### src/rtl/alu_pkg.sv
// Shared definitions for the multi-cycle ALU: ALUControl encodings and FSM states.
package alu_pkg;

    localparam logic [2:0] ALU_ADD = 3'b000;
    localparam logic [2:0] ALU_SUB = 3'b001;
    localparam logic [2:0] ALU_AND = 3'b010;
    localparam logic [2:0] ALU_OR  = 3'b011;
    localparam logic [2:0] ALU_XOR = 3'b100;
    localparam logic [2:0] ALU_SLT = 3'b101;
    localparam logic [2:0] ALU_MUL = 3'b110;
    localparam logic [2:0] ALU_RSV = 3'b111;

    typedef enum logic {
        ST_IDLE = 1'b0,
        ST_MUL  = 1'b1
    } alu_state_t;

endpackage

### src/rtl/mul_iter.sv
// Iterative shift-add multiplier: one multiplier bit per step, low WIDTH bits of the product.
module mul_iter #(
    parameter int WIDTH = 32
) (
    input  logic             clk,
    input  logic             rst,
    input  logic             load,
    input  logic             step,
    input  logic [WIDTH-1:0] a,
    input  logic [WIDTH-1:0] b,
    output logic             last,
    output logic [WIDTH-1:0] product
);

    localparam int CNT_W = $clog2(WIDTH);

    logic [WIDTH-1:0] acc_q, acc_d;
    logic [WIDTH-1:0] mcand_q, mcand_d;
    logic [WIDTH-1:0] mplier_q, mplier_d;
    logic [CNT_W-1:0] cnt_q, cnt_d;
    logic [WIDTH-1:0] acc_sum;

    // product already includes the partial product of the current step,
    // so the final step can hand it straight to the result register
    assign acc_sum = mplier_q[0] ? (acc_q + mcand_q) : acc_q;
    assign product = acc_sum;
    assign last    = (cnt_q == CNT_W'(WIDTH - 1));

    always_comb begin
        acc_d    = acc_q;
        mcand_d  = mcand_q;
        mplier_d = mplier_q;
        cnt_d    = cnt_q;
        if (load) begin
            acc_d    = '0;
            mcand_d  = a;
            mplier_d = b;
            cnt_d    = '0;
        end else if (step) begin
            acc_d    = acc_sum;
            mcand_d  = mcand_q << 1;
            mplier_d = mplier_q >> 1;
            cnt_d    = cnt_q + CNT_W'(1);
        end
    end

    always_ff @(posedge clk or posedge rst) begin
        if (rst) begin
            acc_q    <= '0;
            mcand_q  <= '0;
            mplier_q <= '0;
            cnt_q    <= '0;
        end else begin
            acc_q    <= acc_d;
            mcand_q  <= mcand_d;
            mplier_q <= mplier_d;
            cnt_q    <= cnt_d;
        end
    end

endmodule

### src/rtl/alu_mc.sv
// Multi-cycle ALU: single-edge logic/arith ops, WIDTH-edge shift-add multiply.
// Multiply is built only when ALU_MC_MUL_EN is defined; otherwise code 110 returns 0.
module alu_mc
    import alu_pkg::*;
#(
    parameter int WIDTH = 32
) (
    input  logic             clk,
    input  logic             reset,
    input  logic             start,
    input  logic [2:0]       ALUControl,
    input  logic [WIDTH-1:0] SrcA,
    input  logic [WIDTH-1:0] SrcB,
    output logic [WIDTH-1:0] ALUResult,
    output logic             Zero,
    output logic             busy,
    output logic             done
);

    logic [WIDTH-1:0] result_q, result_d;
    logic             zero_q, zero_d;
    logic             done_q, done_d;
    logic [WIDTH-1:0] quick_res;

    // reserved code (and mul when not built) falls through to 0
    always_comb begin
        quick_res = '0;
        case (ALUControl)
            ALU_ADD: quick_res = SrcA + SrcB;
            ALU_SUB: quick_res = SrcA - SrcB;
            ALU_AND: quick_res = SrcA & SrcB;
            ALU_OR:  quick_res = SrcA | SrcB;
            ALU_XOR: quick_res = SrcA ^ SrcB;
            ALU_SLT: quick_res = {{(WIDTH-1){1'b0}}, ($signed(SrcA) < $signed(SrcB))};
            default: quick_res = '0;
        endcase
    end

`ifdef ALU_MC_MUL_EN
    alu_state_t       state_q, state_d;
    logic             busy_q, busy_d;
    logic             mul_load, mul_step, mul_last;
    logic [WIDTH-1:0] mul_prod;

    mul_iter #(.WIDTH(WIDTH)) u_mul_iter (
        .clk     (clk),
        .rst     (reset),
        .load    (mul_load),
        .step    (mul_step),
        .a       (SrcA),
        .b       (SrcB),
        .last    (mul_last),
        .product (mul_prod)
    );

    always_comb begin
        state_d  = state_q;
        busy_d   = busy_q;
        result_d = result_q;
        zero_d   = zero_q;
        done_d   = 1'b0;
        mul_load = 1'b0;
        mul_step = 1'b0;
        case (state_q)
            ST_IDLE: begin
                if (start) begin
                    if (ALUControl == ALU_MUL) begin
                        state_d  = ST_MUL;
                        busy_d   = 1'b1;
                        mul_load = 1'b1;
                    end else begin
                        result_d = quick_res;
                        zero_d   = (quick_res == '0);
                        done_d   = 1'b1;
                    end
                end
            end
            ST_MUL: begin
                mul_step = 1'b1;
                if (mul_last) begin
                    state_d  = ST_IDLE;
                    busy_d   = 1'b0;
                    result_d = mul_prod;
                    zero_d   = (mul_prod == '0);
                    done_d   = 1'b1;
                end
            end
            default: state_d = ST_IDLE;
        endcase
    end

    assign busy = busy_q;
`else
    always_comb begin
        result_d = result_q;
        zero_d   = zero_q;
        done_d   = 1'b0;
        if (start) begin
            result_d = quick_res;
            zero_d   = (quick_res == '0);
            done_d   = 1'b1;
        end
    end

    assign busy = 1'b0;
`endif

    always_ff @(posedge clk or posedge reset) begin
        if (reset) begin
`ifdef ALU_MC_MUL_EN
            state_q  <= ST_IDLE;
            busy_q   <= 1'b0;
`endif
            result_q <= '0;
            zero_q   <= 1'b1;
            done_q   <= 1'b0;
        end else begin
`ifdef ALU_MC_MUL_EN
            state_q  <= state_d;
            busy_q   <= busy_d;
`endif
            result_q <= result_d;
            zero_q   <= zero_d;
            done_q   <= done_d;
        end
    end

    assign ALUResult = result_q;
    assign Zero      = zero_q;
    assign done      = done_q;

endmodule

### config.mk
export PLATFORM = sky130hd
export DESIGN_NAME = alu_mc
export DESIGN_NICKNAME = d
export VERILOG_FILES = /design/src/rtl/alu_pkg.sv /design/src/rtl/mul_iter.sv /design/src/rtl/alu_mc.sv
export SDC_FILE = /design/constraint.sdc
export NUM_CORES = 1
export LEC_CHECK = 0
export CAP_MARGIN = 20
export CORE_MARGIN = 3
export CORE_UTILIZATION = 40
export DETAILED_ROUTE_END_ITERATION = 10
export GPL_ROUTABILITY_DRIVEN = 0
export HOLD_SLACK_MARGIN = 0.05
export SYNTH_ARGS = -nofsm -noshare
export SYNTH_HDL_FRONTEND = slang
export SYNTH_SLANG_ARGS = --single-unit
### constraint.sdc
create_clock -name clk -period 1.3 [get_ports clk]
set_clock_uncertainty 0.2 [all_clocks]
set_input_delay 0.325 -clock clk [delete_from_list [all_inputs] [get_ports clk]]
set_output_delay 0.325 -clock clk [all_outputs]
set_load 0.02 [all_outputs]
==> reports/results.ini, run 1 <==
[power]
power_density_nw_per_um2=714
comb_power_share_pct=70.0
power.sequential.fraction_pct=13.9
power.internal_mw=5.88
power.share.switching_pct=41.3
clock_power_share_pct=16.1
vdd_drop_max_mv=0.613
power.switching_mw=4.13
leakagePower_nw=6.54

[critical_path]
critical_path_class=in -> reg
path_max_fanout=2
crit_path_top_delay_cell=sky130_fd_sc_hd__or4_4
cp-end-kind=flip-flop
critical-path-top-cell-by-count=sky130_fd_sc_hd__nand4_1
cpPeakStageDelay_ns=0.55
worst_ep_required_time_ns=1.30
cp_data_arrival_time_ns=3.55
critical_path.startpoint_type=input port
cell_chain_critical_path=buf_8, inv_4, ha_4, or4_4, or3_4, a21oi_4, buf_6, buf_4, nor3_4, mux2_4, a211oi_4, nand4_1, nor4_4, nand4_1, o32ai_2

[routing]
via_total_after_detailed_routing=10700
route.antenna.remaining_nets=0
detail_route.wl_per_cell_um=20.7
firstDrtPassIters=6
routed_wirelength_um=36700
avgViaCountPerCell=6.04
post-route-drc-count=0
drtIter0Drc=1236

[floorplanning]
die_area_um2=19900
initial_standard_cell_utilization_of_the_core_pct=41.5
fp.dieW_um=141
die_h_um=141
floorplan_core_area_um2=17600
io-pin-count=105
num_rows=48

[cts]
clk_path_buf_depth=2
cts_inserted_buffers=5
tritoncts=done
ctsHtreeMaxLevel=2
postCtsHoldBufs=0
clk_pin_slew_worst_paths_ns=0.06
ctsRootBufferMaster=sky130_fd_sc_hd__clkbuf_16
clkLatencyLatePin_ns=0.29
clock-sinks=34

[global_route]
grt_pass1_wl_um=53100
globalRouteTotalUtil_pct=32.7
grt_pass1_vias=10400
maximum_number_of_pins_on_one_net_before_global_route_repair=41
antenna_found_initial=0
grt_overflow_total=0

[logic_synthesis]
yosysWarnings=0
seq_area_frac_synth_pct=11.7
synth_top_cell_by_area=sky130_fd_sc_hd__ha_1
syn-cell-area_um2=7300
synth_cell_type_count=84
flip_flop_and_latch_count_after_synthesis=34
postSynthCellCount=1029
synth_enable_flop_cells=0
yosys-top-cells-area=sky130_fd_sc_hd__ha_1, sky130_fd_sc_hd__dfrtp_1, sky130_fd_sc_hd__a21oi_1
synth_nets=1202
post_synth.cell_area_avg_um2=7.09
synth.top_cell.area_share_pct=17.3
yosys_most_used_dff=sky130_fd_sc_hd__dfrtp_1
postSynth.asyncResetShare_pct=100

[timing]
grt_setup_unrepaired=yes
timing.max_slew.rel_slack_pct=59.5
hold_viol_final=0
timing.final.setup_violations=67
fin_crit_sh_pct=274
worst_tran_pin_value_ns=0.604
finalCriticalPeriod_ns=3.56
drv_slew=0
achievable-frequency_ghz=0.281
timing.final.ws_setup_ns=-2.26

[status]
status=complete, but fails checks
violations=setup timing

[finish]
final_util_pct=79.7
areaGrowthSynthToFinish_pct=92.3
final_layout_size_suffix_gt1_share_pct=52.9
layout_commonest_cell=sky130_fd_sc_hd__buf_4
net_count_reported_at_finish=1725
n_antenna_cell=0
layout_common_cells=sky130_fd_sc_hd__buf_4, sky130_fd_sc_hd__a21oi_1, sky130_fd_sc_hd__buf_6
layout.filler_cells=1122

[placement]
pre_cts_slack_ns=-3.08
post-dp-hpwl_um=25600
place.port_buffers=103

[hold_path]
hold_path.class=in -> async

[run]
max-cap-violations=0

## power by group through the flow
stage | sequential, mW | clock, mW | combinational [mW]
after global placement | 1.36 | 0 | 5.34
after detailed placement | 1.36 | 0 | 5.39
after global routing | 1.40 | 1.66 | 7.38
after CTS | 1.38 | 1.59 | 6.25
final | 1.39 | 1.61 | 7.01
after floorplan | 1.54 | 0 | 2.40
## per-stage QoR
stage	cell area [um^2]	power [mW]	setup TNS, ns	hold WS (ns)	instances
floorplan	7670	3.95	-43.69	0.156	1029
global placement	11700	6.71	-81.71	0.292	1683
detailed placement	11700	6.76	-83.17	0.295	1683
CTS	13300	9.21	-54.77	0.194	1756
global route	14000	10.4	-55.33	0.224	1778
finish	14000	10.0	-52.89	0.185	1778
## flip-flops by register name, summed over array words and instances (netlist names)
register and flops:
Zero 1, done 1, ALUResult 32
## final cells by class
type / count / area, um^2 / share of cell area (%)
multi-input cells: 826 / 7270 / 51.9
repair buffers: 586 / 4970 / 35.4
flip-flops and latches: 34 / 853 / 6.08
inverters: 99 / 455 / 3.25
well taps: 225 / 282 / 2.01
clock buffers: 5 / 125 / 0.892
clock inverters: 3 / 68.8 / 0.491
## synthesized netlist by cell type, types with 14 or more instances
cell type / instances
sky130_fd_sc_hd__a21o_1: 18
sky130_fd_sc_hd__nor2b_1: 18
sky130_fd_sc_hd__clkbuf_1: 56
sky130_fd_sc_hd__o21ai_0: 57
sky130_fd_sc_hd__nand2_1: 64
sky130_fd_sc_hd__dfrtp_1: 33
sky130_fd_sc_hd__ha_1: 101
sky130_fd_sc_hd__nor4_1: 17
sky130_fd_sc_hd__a211oi_1: 19
sky130_fd_sc_hd__a31oi_1: 23
sky130_fd_sc_hd__nor2_1: 89
sky130_fd_sc_hd__o211ai_1: 14
sky130_fd_sc_hd__inv_1: 99
sky130_fd_sc_hd__a22oi_1: 14
sky130_fd_sc_hd__nor3_1: 22
sky130_fd_sc_hd__a21oi_1: 129
sky130_fd_sc_hd__o31ai_1: 18
## what timing repair did
item                       in CTS  in global routing
resized for setup             488                187
pin swaps                      99                 88
setup buffers                  69                 40
setup endpoints to repair      67                 67
hold endpoints to repair        0                  0
## worst max-delay path: cells and delay by family
kind	cells	cell delay (ns)
AND/OR/NAND/NOR	6	1.66
AO/OA/AOI/OAI	3	0.67
buffers and inverters	4	0.38
multiplexers	1	0.31
adder cells (fa/ha/maj)	1	0.20
## metal layers
layer	vias up	GRT usage (%)	part of all wire (%)
met1	5017	40.1	38
li1	4840	-	-
met4	0	16.8	7.2
met5	-	0	0
met3	211	4.72	8.1
met2	667	55.5	47
## worst paths after layout
path | from | to | slack, ns | cells past startpoint
min in group clk | ALUResult[18]$_DFFE_PP0P_ | ALUResult[18]$_DFFE_PP0P_ | 0.33 | 1
setup / recovery | SrcA[8] | Zero$_DFFE_PP1P_ | -2.26 | 15
hold / removal | reset | ALUResult[6]$_DFFE_PP0P_ | 0.18 | 3
hold reg to reg | ALUResult[18]$_DFFE_PP0P_ | ALUResult[18]$_DFFE_PP0P_ | 0.33 | 1
max in group asynchronous | reset | Zero$_DFFE_PP1P_ | 0.45 | 3
setup reg to reg | ALUResult[4]$_DFFE_PP0P_ | ALUResult[4]$_DFFE_PP0P_ | 0.08 | 3
## cells by family after synthesis
family / synth area share [%]
multiplexers: 4.01
flip-flops: 11.7
AO/OA/AOI/OAI: 37.3
XOR/XNOR: 0.960
adder cells (fa/ha/maj): 17.9
AND/OR/NAND/NOR: 19.2
buffers and inverters: 8.95
other: 0.0514
Note: power is estimated with default switching activity, not from simulation.
==> inputs of run 2 (changes only) <==
--- a/config.mk
+++ b/config.mk
@@ -5,6 +5,7 @@
 export SDC_FILE = /design/constraint.sdc
 export NUM_CORES = 1
 export LEC_CHECK = 0
+export ABC_AREA = 0
 export CAP_MARGIN = 20
 export CORE_MARGIN = 3
 export CORE_UTILIZATION = 40
==> results of run 2 <==
The final DEF is identical to that of run 1; final timing and power are the same.
